### config.mk
export PLATFORM = sky130hd
export DESIGN_NAME = tick_divider
export DESIGN_NICKNAME = d
export VERILOG_FILES = /design/src/rtl/tick_divider_pkg.sv /design/src/rtl/tick_divider_rise_detect.sv /design/src/rtl/tick_divider.sv
export SDC_FILE = /design/constraint.sdc
export NUM_CORES = 1
export LEC_CHECK = 0
export BUFFER_PORTS_ARGS = -buffer_cell sky130_fd_sc_hd__buf_2
export CAP_MARGIN = 20
export CORE_MARGIN = 5
export CORE_UTILIZATION = 43
export CTS_CLUSTER_SIZE = 28
export DETAILED_ROUTE_END_ITERATION = 10
export GPL_TIMING_DRIVEN = 1
export PLACE_DENSITY = 0.74
export SLEW_MARGIN = 10
export SYNTH_ARGS = -nofsm -noshare
export SYNTH_HDL_FRONTEND = slang
export SYNTH_SLANG_ARGS = --single-unit
export TNS_END_PERCENT = 1
### constraint.sdc
create_clock -name clock -period 2.05 [get_ports clock]
set_input_delay 0.3075 -clock clock [delete_from_list [all_inputs] [get_ports clock]]
set_output_delay 0.3075 -clock clock [all_outputs]
set_load 0.01 [all_outputs]
### src/rtl/tick_divider_pkg.sv
// Shared constants and load-FSM state type for the tick_divider edge counter.
package tick_divider_pkg;

    localparam int DEF_WIDTH = 4;
    localparam int DEF_DIV   = 10;

    typedef enum logic [0:0] {
        LOAD_IDLE    = 1'b0,
        LOAD_PENDING = 1'b1
    } load_state_e;

endpackage

### src/rtl/tick_divider_rise_detect.sv
// Single-bit rising-edge detector: registers the input and flags a 0->1 transition
// combinationally so the pulse lines up with the cycle the new level is sampled.
module rise_detect (
    input  logic clock,
    input  logic reset_n,
    input  logic din,
    output logic pulse
);

    logic din_q_r;

    // Previous-cycle copy of the input.
    always_ff @(posedge clock or negedge reset_n) begin
        if (!reset_n) begin
            din_q_r <= 1'b0;
        end else begin
            din_q_r <= din;
        end
    end

    assign pulse = din & ~din_q_r;

endmodule

### src/rtl/tick_divider.sv
// Counts rising edges of a toggle-flop output modulo a run-time reloadable divisor,
// emitting a terminal-count pulse and a further-divided square wave.
module tick_divider
    import tick_divider_pkg::*;
#(
    parameter int WIDTH       = DEF_WIDTH,
    parameter int DEFAULT_DIV = DEF_DIV
) (
    input  logic             clock,
    input  logic             reset_n,
    input  logic             tick_in,
    input  logic             enable,
    input  logic             load_valid,
    input  logic [WIDTH-1:0] load_div,
    output logic             load_ready,
    output logic [WIDTH-1:0] count,
    output logic             tc,
    output logic             div_out
);

    localparam logic [WIDTH-1:0] DIV_RESET_C = WIDTH'(DEFAULT_DIV);
    localparam logic [WIDTH-1:0] ONE_C       = WIDTH'(1);
    localparam logic [WIDTH-1:0] ZERO_C      = {WIDTH{1'b0}};

    logic [WIDTH-1:0] count_r;
    logic [WIDTH-1:0] divisor_r;
    logic [WIDTH-1:0] pending_r;
    logic [WIDTH-1:0] load_clamped_s;
    logic             edge_s;
    logic             wrap_s;
    logic             tc_r;
    logic             div_out_r;
    logic             load_ready_r;
    load_state_e      state_r;

    rise_detect u_rise_detect (
        .clock   (clock),
        .reset_n (reset_n),
        .din     (tick_in),
        .pulse   (edge_s)
    );

    // Wrap decode against the divisor currently in force; zero divisors are stored as one.
    always_comb begin
        load_clamped_s = (load_div == ZERO_C) ? ONE_C : load_div;
        wrap_s         = enable & edge_s & (count_r == (divisor_r - ONE_C));
    end

    // Edge counter plus load FSM; a pending divisor is only swapped in at a wrap or while idle-disabled.
    always_ff @(posedge clock or negedge reset_n) begin
        if (!reset_n) begin
            count_r      <= ZERO_C;
            divisor_r    <= DIV_RESET_C;
            pending_r    <= ZERO_C;
            tc_r         <= 1'b0;
            div_out_r    <= 1'b0;
            load_ready_r <= 1'b1;
            state_r      <= LOAD_IDLE;
        end else begin
            tc_r <= wrap_s;
            if (enable && edge_s) begin
                if (wrap_s) begin
                    count_r   <= ZERO_C;
                    div_out_r <= ~div_out_r;
                end else begin
                    count_r <= count_r + ONE_C;
                end
            end
            case (state_r)
                LOAD_IDLE: begin
                    if (load_valid) begin
                        pending_r    <= load_clamped_s;
                        load_ready_r <= 1'b0;
                        state_r      <= LOAD_PENDING;
                    end
                end
                LOAD_PENDING: begin
                    if (wrap_s || !enable) begin
                        divisor_r    <= pending_r;
                        count_r      <= ZERO_C;
                        load_ready_r <= 1'b1;
                        state_r      <= LOAD_IDLE;
                    end
                end
                default: begin
                    load_ready_r <= 1'b1;
                    state_r      <= LOAD_IDLE;
                end
            endcase
        end
    end

    assign count      = count_r;
    assign tc         = tc_r;
    assign div_out    = div_out_r;
    assign load_ready = load_ready_r;

endmodule
==> results of run 1 <==
power by group through the flow:
| stage | Combinational [µW] | Sequential (µW) | Clock (µW) |
|---|---|---|---|
| 6_report | 286 | 491 | 180 |
| 3_5_place_dp | 283 | 497 | 0 |
| 5_1_grt | 322 | 505 | 203 |
| 3_3_place_gp | 276 | 497 | 0 |
| 4_1_cts | 289 | 490 | 185 |
| 2_1_floorplan | 205 | 491 | 0 |
metal layers:
layer  GRT usage  routed length [µm]
met4      0.0508                  32
met1       0.164                 777
met3      0.0186                  96
met5           0                   0
met2       0.225                 875
cell usage in the layout, fill, tap and decap left out, types with 2 or more instances in the layout:
master / Yosys / layout
o311ai_0: 2 / 2
a22o_1: 2 / 2
dfrtp_1: 14 / 14
a221oi_1: 2 / 2
nand4_1: 5 / 5
a31oi_1: 2 / 2
ha_1: 2 / 2
inv_1: 5 / 5
dfstp_2: 3 / 3
nand2_1: 5 / 5
mux2_2: 3 / 3
clkbuf_4: 0 / 3
o211ai_1: 2 / 2
nor2b_1: 2 / 2
nor3_1: 7 / 7
xor2_1: 4 / 4
xnor2_1: 2 / 2
buf_2: 1 / 15
cell type report:
class                           instances  share of cell area
Clock inverter                          1             0.00485
Timing Repair Buffer                   16              0.0825
Inverter                                6              0.0243
Multi-Input combinational cell         53               0.417
Clock buffer                            3              0.0218
Tap cell                               27              0.0328
Sequential cell                        17               0.416
cell families (layout without fill, tap and decap cells):
group | after synthesis | in the layout | synth area share
AO/OA/AOI/OAI | 14 | 14 | 0.123
XOR/XNOR | 9 | 9 | 0.119
adder cells (fa/ha/maj) | 2 | 2 | 0.0277
buffers and inverters | 9 | 26 | 0.0498
flip-flops | 17 | 17 | 0.474
multiplexers | 4 | 4 | 0.0484
AND/OR/NAND/NOR | 24 | 24 | 0.158
sequential cells by signal, summed over array words and instances (netlist names):
register               flops
divisor_r                  4
div_out                    1
load_ready                 1
state_r                    1
u_rise_detect.din_q_r      1
count                      4
pending_r                  4
tc                         1
worst max-delay path, stage by stage (launching register included):
cell     delay [ns]
dfstp_2        0.57
inv_1          0.08
ha_1           0.21
xnor3_1        0.33
and4_4         0.20
nand2_4        0.10
inv_4          0.05
o32a_1         0.28
per-stage QoR:
stage	hold slack, ns	std cells
after global placement	0.239	118
after global routing	0.111	123
after detailed placement	0.248	118
final	0.122	123
after CTS	0.124	123
after floorplan	0.0119	79
repair_timing:
item | 4_1_cts | 5_1_grt
endpoints found under the setup margin | 0 | 0
endpoints found under the hold margin | 14 | 0
hold buffers | 1 | 0
worst paths after layout:
| path | slack (ns) | from | to |
|---|---|---|---|
| max in group asynchronous | 1.27 | reset_n | load_ready |
| min in group asynchronous | 0.46 | reset_n | pending_r[0] |
| setup reg to reg | 0.17 | divisor_r[1] | load_ready |
| hold / removal | 0.12 | tick_in | u_rise_detect.din_q_r |
| setup / recovery | 0.17 | divisor_r[1] | load_ready |
| hold reg to reg | 0.47 | div_out | div_out |
==> flow_summary.toml, run 1 <==
[clock_tree]
cts_inserted_buffers = 3
clk_pin_slew_ns = 0.10
cts_tree = "yes"
cts_buffer_depth = 2
clkLatencyLatePin_ns = 0.30
root_buffer = "clkbuf_4"
cts_sinks = 17
cts-resized-gates = 0
cts_setup_buffers = 0
cts_max_level = 1

[power_and_ir_drop]
swShare = 0.343
power_switching_uw = 328
power.internal_uw = 629
peakVddDrop_v = 0.000513
combPwrFrac = 0.298
finalPower_uw = 957
power_frac_clock = 0.188
leakagePower_uw = 0.000497
seq_power_share = 0.513
p_per_area_nw_per_um2 = 929

[timing]
rsz0062_at_grt = "false"
finalHoldViolCount = 0
finClkSkew_ns = 0.0109
fmax_mhz = 531
drv_slew = 0
setup_viol = 0
slew_headroom = 0.640
finalCriticalPeriod_ns = 1.88
finalSetupTns_ns = 0
min_period_over_period = 0.919
worst_pin_slew_ns = 0.540
setup_ws_ns = 0.166

[yosys]
avgSynthCellArea_um2 = 11.5
netlist_top_cells_area = "dfrtp_1 (39%), dfstp_2 (8.7%), nor3_1 (3.9%)"
synth-main-ff-cell = "dfrtp_1"
synth_top_area_frac = 0.387
synth_area_um2 = 905
yosys_warnings = 0
yosysTopAreaCell = "dfrtp_1"
synth_edf_count = 0
syn-num-nets = 90
seq_area_frac_synth = 0.474
ys_ff_latch = 17
synthTopCellsByCount = "dfrtp_1 (14), nor3_1 (7), inv_1 (5), nand2_1 (5), nand4_1 (5)"
synth_most_common_cell = "dfrtp_1"
postSynthCellCount = 79
async_reset_ff_frac = 1.00
yosysUniqueCellTypes = 33

[worst_setup_path]
reg2reg_depth = 7
path_max_fanout = 9
start_kind = "flop"
end_kind = "flop"
critical_path_required_ns = 2.27
cp.arrival_ns = 2.11
crit_type = "reg2reg"

[final_layout]
final_area_um2 = 1030
syn_to_final_growth_pct = 14.0
layout-drive-gt1-share = 0.333
diodes = 0
final_util = 0.520
register_area_um2 = 429
num-nets-final = 108
nFillCells = 180
multiInputGateArea_um2 = 430

[floorplan]
die_w_um = 55.9
initial_core_util = 0.456
die-height_um = 55.9
core_um2 = 1980
fp-row-count = 16
io_pins = 16
die_area_um2 = 3120

[placement]
dpl_cell_area_um2 = 993
dp_hpwl_um = 1340
port_buffers = 15
globalplace.congestion = 0.816
detailedPlace.worstSlack_ns = 0.193

[worst_hold_path]
whs_path_depth = 1
hold_class = "in2reg"

[grt]
grt_start_max_net_pins = 18
grtUsageTotal = 0.131
grt_pass1_vias = 726
antenna_found_initial = 0
grt_first_pass_wirelength_um = 3330
gr-total-overflow = 0

[job]
maxCapViolations = 0

[routing]
wl_per_cell_um = 14.5
drt-pass1-iter-count = 4
route.detailed.drc = 0
via_count = 695
drt_wl_total_um = 1780
ant_nets = 0
drt-initial-drc-count = 12
viasPerCell = 5.65

[outcome]
outcome = "complete, no violations"
(Power assumes the default switching activity.)
==> run 2, diff against run 1 <==
--- a/config.mk
+++ b/config.mk
@@ -7,12 +7,14 @@
 export LEC_CHECK = 0
 export BUFFER_PORTS_ARGS = -buffer_cell sky130_fd_sc_hd__buf_2
 export CAP_MARGIN = 20
+export CORE_ASPECT_RATIO = 0.75
 export CORE_MARGIN = 5
 export CORE_UTILIZATION = 43
 export CTS_CLUSTER_SIZE = 28
 export DETAILED_ROUTE_END_ITERATION = 10
 export GPL_TIMING_DRIVEN = 1
 export PLACE_DENSITY = 0.74
+export RECOVER_POWER = 100
 export SLEW_MARGIN = 10
 export SYNTH_ARGS = -nofsm -noshare
 export SYNTH_HDL_FRONTEND = slang
==> flow_summary.toml, run 2 (synthesis results as in run 1) <==
[worst_setup_path]
end_kind = "flop"
crit_chain = "inv_1, ha_1, xnor3_1, and4_4, nand2_4, inv_4, o32a_1"
r2r_slack_ns = 0.17
path_max_fanout = 9
cp.arrival_ns = 2.12
cp_slowest_cell = "dfstp_1"
max_stage_delay_ns = 0.57
start_kind = "flop"
crit_type = "reg2reg"
critical_path_required_ns = 2.29
worst-path-buf-inv = 2
crit_family = "flip-flops"

[final_layout]
syn_to_final_growth_pct = 12.9
layout_common_cells = "dfrtp_1 (14), buf_2 (8), nor3_1 (7), clkbuf_1 (7)"
diodes = 0
register_area_um2 = 429
multiInputGateArea_um2 = 430
mostFrequentLayoutCell = "dfrtp_1"
nFillCells = 190
layout-drive-gt1-share = 0.240
num-nets-final = 108

[timing]
min_period_over_period = 0.916
finalHoldViolCount = 0
worst_pin_slew_ns = 0.900
finalCriticalPeriod_ns = 1.88
fmax_mhz = 533
finalSetupTns_ns = 0
hold_slack_ns = 0.121
finClkSkew_ns = 0.00520
slew_headroom = 0.400
setup_viol = 0
drv_slew = 0
rsz0062_at_grt = "false"

[floorplan]
io_pins = 16
core_um2 = 2010
initial_core_util = 0.449
die_area_um2 = 3130
die_w_um = 63.0
die-height_um = 49.7
fp-row-count = 14

[clock_tree]
cts_tree = "yes"
cts_inserted_buffers = 3
clk_pin_slew_ns = 0.10
cts_setup_buffers = 0
cts_buffer_depth = 2
cts_sinks = 17
clkLatencyLatePin_ns = 0.30
root_buffer = "clkbuf_4"
cts_max_level = 1

[grt]
antenna_found_initial = 0
grt_pass1_vias = 719
grtUsageTotal = 0.132
gr-total-overflow = 0
grt_first_pass_wirelength_um = 3270
grt_start_max_net_pins = 18

[outcome]
outcome = "complete, no violations"

[worst_hold_path]
hold_class = "in2reg"

[power_and_ir_drop]
p_per_area_nw_per_um2 = 944
peakVddDrop_v = 0.000476
leakagePower_uw = 0.000464

[placement]
dp_hpwl_um = 1420
globalplace.congestion = 0.864
port_buffers = 15

[routing]
wl_met2_um = 845
wl_met1_um = 828
highest_layer = "met4"
drt-initial-drc-count = 39
wl_per_cell_um = 15.7
drt_wl_total_um = 1880
viasPerCell = 6.01
ant_nets = 0
route.detailed.drc = 0
dr_wl_met3_um = 164
drt-pass1-iter-count = 4
via_count = 721

[job]
maxCapViolations = 0
==> run 2: per-stage QoR <==
stage | std cells | setup slack (ns) | util | total power [µW] | cell area, µm²
after detailed placement | 115 | 0.216 | 0.491 | 788 | 990
final | 120 | 0.172 | 0.507 | 964 | 1020
after floorplan | 79 | 0.226 | - | 696 | 905
after global placement | 115 | 0.242 | 0.491 | 776 | 990
after global routing | 120 | 0.0569 | 0.507 | 1030 | 1020
after CTS | 120 | 0.204 | 0.511 | 978 | 1030
==> run 2: report_power, final <==
group          switching [µW]  internal [µW]  leakage [µW]
logic                     152            137      0.000247
registers                78.7            412      0.000203
clock network             110           74.4     0.0000139
total                     341            623      0.000464
==> run 2: cell type report <==
class,count,share of cell area
inverter,6,0.0245
sequential,17,0.420
clock inverter,1,0.00735
multi-input combinational,53,0.422
tap,24,0.0294
clock buffer,3,0.0221
timing repair buffer,16,0.0748
==> run 2: per-layer routing <==
metal / vias up / track usage
li1: 324 / -
met3: 6 / 0.0523
met5: - / 0
met1: 352 / 0.169
met2: 39 / 0.193
met4: 0 / 0.0636
==> run 2: what timing repair did <==
action | CTS | global route
hold buffers | 1 | 0
hold endpoints to repair | 14 | 0
resized for setup | 0 | 0
==> run 2: worst reg2reg max path, stage by stage, from the launching register on <==
cell,delay (ns)
dfstp_1,0.57
inv_1,0.09
ha_1,0.20
xnor3_1,0.33
and4_4,0.20
nand2_4,0.10
inv_4,0.05
o32a_1,0.28
==> run 2: worst paths after layout <==
path	from	endpoint	depth (start not counted)
worst max-delay path	divisor_r[1]	load_ready	7
worst min-delay path	tick_in	u_rise_detect.din_q_r	1
worst max register to register	divisor_r[1]	load_ready	7
worst min register to register	div_out	div_out	1
max in group asynchronous	reset_n	divisor_r[2]	2
min in group asynchronous	reset_n	pending_r[3]	2
==> run 3, diff against run 2 <==
--- a/config.mk
+++ b/config.mk
@@ -5,12 +5,12 @@
 export SDC_FILE = /design/constraint.sdc
 export NUM_CORES = 1
 export LEC_CHECK = 0
-export BUFFER_PORTS_ARGS = -buffer_cell sky130_fd_sc_hd__buf_2
+export BUFFER_PORTS_ARGS = -buffer_cell sky130_fd_sc_hd__clkbuf_2
 export CAP_MARGIN = 20
 export CORE_ASPECT_RATIO = 0.75
-export CORE_MARGIN = 5
+export CORE_MARGIN = 2
 export CORE_UTILIZATION = 43
-export CTS_CLUSTER_SIZE = 28
+export CTS_CLUSTER_SIZE = 14
 export DETAILED_ROUTE_END_ITERATION = 10
 export GPL_TIMING_DRIVEN = 1
 export PLACE_DENSITY = 0.74
==> flow_summary.toml, run 3 (synthesis results as in run 1) <==
[grt]
antenna_found_initial = 0
gr-total-overflow = 0
grt_pass1_vias = 634
grt_first_pass_wirelength_um = 3170
grt_start_max_net_pins = 18
grtUsageTotal = 0.174

[clock_tree]
cts_max_level = 1
cts_tree = "yes"
clkLatencyLatePin_ns = 0.31
clk_pin_slew_ns = 0.11
cts_sinks = 17
cts_buffer_depth = 2
root_buffer = "clkbuf_4"
cts_setup_buffers = 0
cts_inserted_buffers = 3

[final_layout]
final_util = 0.509
layout_common_cells = "dfrtp_1 (14), clkbuf_1 (8), nor3_1 (7), clkbuf_2 (7), inv_1 (6)"
multiInputGateArea_um2 = 430
register_area_um2 = 429
stdcell_count = 120
mostFrequentLayoutCell = "dfrtp_1"
num-nets-final = 108
layout-drive-gt1-share = 0.229
nFillCells = 197
diodes = 0
final_area_um2 = 1020
syn_to_final_growth_pct = 12.4

[routing]
ant_nets = 0
viasPerCell = 5.63
wl_per_cell_um = 15.2
drt-initial-drc-count = 26
route.detailed.drc = 0
drt_wl_total_um = 1830
drt-pass1-iter-count = 4
via_count = 676

[outcome]
outcome = "complete, no violations"

[timing]
hold_slack_ns = 0.131
min_period_over_period = 0.931
slew_headroom = 0.385
finClkSkew_ns = 0.00238
finalSetupTns_ns = 0
fmax_mhz = 524
drv_slew = 0
rsz0062_at_grt = "false"
finalHoldViolCount = 0
finalCriticalPeriod_ns = 1.91
setup_viol = 0
worst_pin_slew_ns = 0.922

[worst_setup_path]
cp.arrival_ns = 2.16
crit_chain = "inv_1, ha_1, xnor3_1, and4_4, nand2_4, inv_1, o32a_1"
max_stage_delay_ns = 0.57
cp_slowest_cell = "dfstp_2"
end_kind = "flop"
crit_top_cell = "inv_1"
crit_type = "reg2reg"
start_kind = "flop"
critical_path_required_ns = 2.30
path_max_fanout = 9

[power_and_ir_drop]
leakagePower_uw = 0.000467
p_per_area_nw_per_um2 = 953
peakVddDrop_v = 0.000571

[floorplan]
die-height_um = 43.7
io_pins = 16
initial_core_util = 0.453
die_area_um2 = 2490
core_um2 = 2000
fp-row-count = 14
die_w_um = 57.0

[job]
maxCapViolations = 0

[placement]
port_buffers = 15
globalplace.congestion = 0.932
dpl_cell_area_um2 = 990
placedCellCount = 115
dp_hpwl_um = 1290

[worst_hold_path]
hold_class = "in2reg"
==> run 3: cell count changes in the layout (fill, tap and decap cells not counted), sizes merged <==
cell	delta
clkbuf	+8
buf	-8
==> run 3: layout make-up <==
| type | count | share of cell area |
|---|---|---|
| inverters | 6 | 0.0221 |
| well taps | 24 | 0.0295 |
| flip-flops and latches | 17 | 0.422 |
| clock buffers | 3 | 0.0221 |
| multi-input cells | 53 | 0.423 |
| clock inverters | 1 | 0.00738 |
| repair buffers | 16 | 0.0738 |
==> run 3: path summary, 6_finish.rpt <==
kind	start	to	slack [ns]	depth (start not counted)
max in group asynchronous	reset_n	count[2]	0.85	2
min in group asynchronous	reset_n	divisor_r[0]	0.64	2
worst max-delay path	divisor_r[1]	load_ready	0.14	7
worst min register to register	div_out	div_out	0.48	1
worst min-delay path	tick_in	u_rise_detect.din_q_r	0.13	1
worst max register to register	divisor_r[1]	load_ready	0.14	7
==> run 3: repair_timing <==
| action | 4_1_cts | 5_1_grt |
|---|---|---|
| hold buffers | 1 | 0 |
| hold endpoints to repair | 14 | 0 |
| gates resized for setup | 0 | 0 |
==> run 3: layer usage <==
metal | global-route usage | part of all wire | routed length, µm
met1 | 0.250 | 0.49 | 890
met2 | 0.248 | 0.43 | 784
met3 | 0.0627 | 0.071 | 129
met4 | 0.0558 | 0.012 | 22
met5 | 0 | 0 | 0
==> run 3: metrics by stage <==
step           setup slack (ns)  power, µW
2_1_floorplan             0.226        696
3_3_place_gp              0.242        772
3_5_place_dp              0.231        781
4_1_cts                   0.191        981
5_1_grt                  0.0462       1030
6_report                  0.141        969
==> run 3: worst max-delay path, delay by kind of cell (launching register included) <==
kind,cells,cell delay [ns]
compound gates,1,0.30
xor+xnor,1,0.33
fa+ha+maj,1,0.20
buf+inv,2,0.17
flops,1,0.57
simple gates,2,0.28
==> run 3: power breakdown <==
group          total, µW  switching [µW]  leakage (µW)  internal, µW
registers            495            80.6      0.000204           414
logic                280             145      0.000249           136
clock network        194             120     0.0000139          74.6
total                969             345      0.000467           624
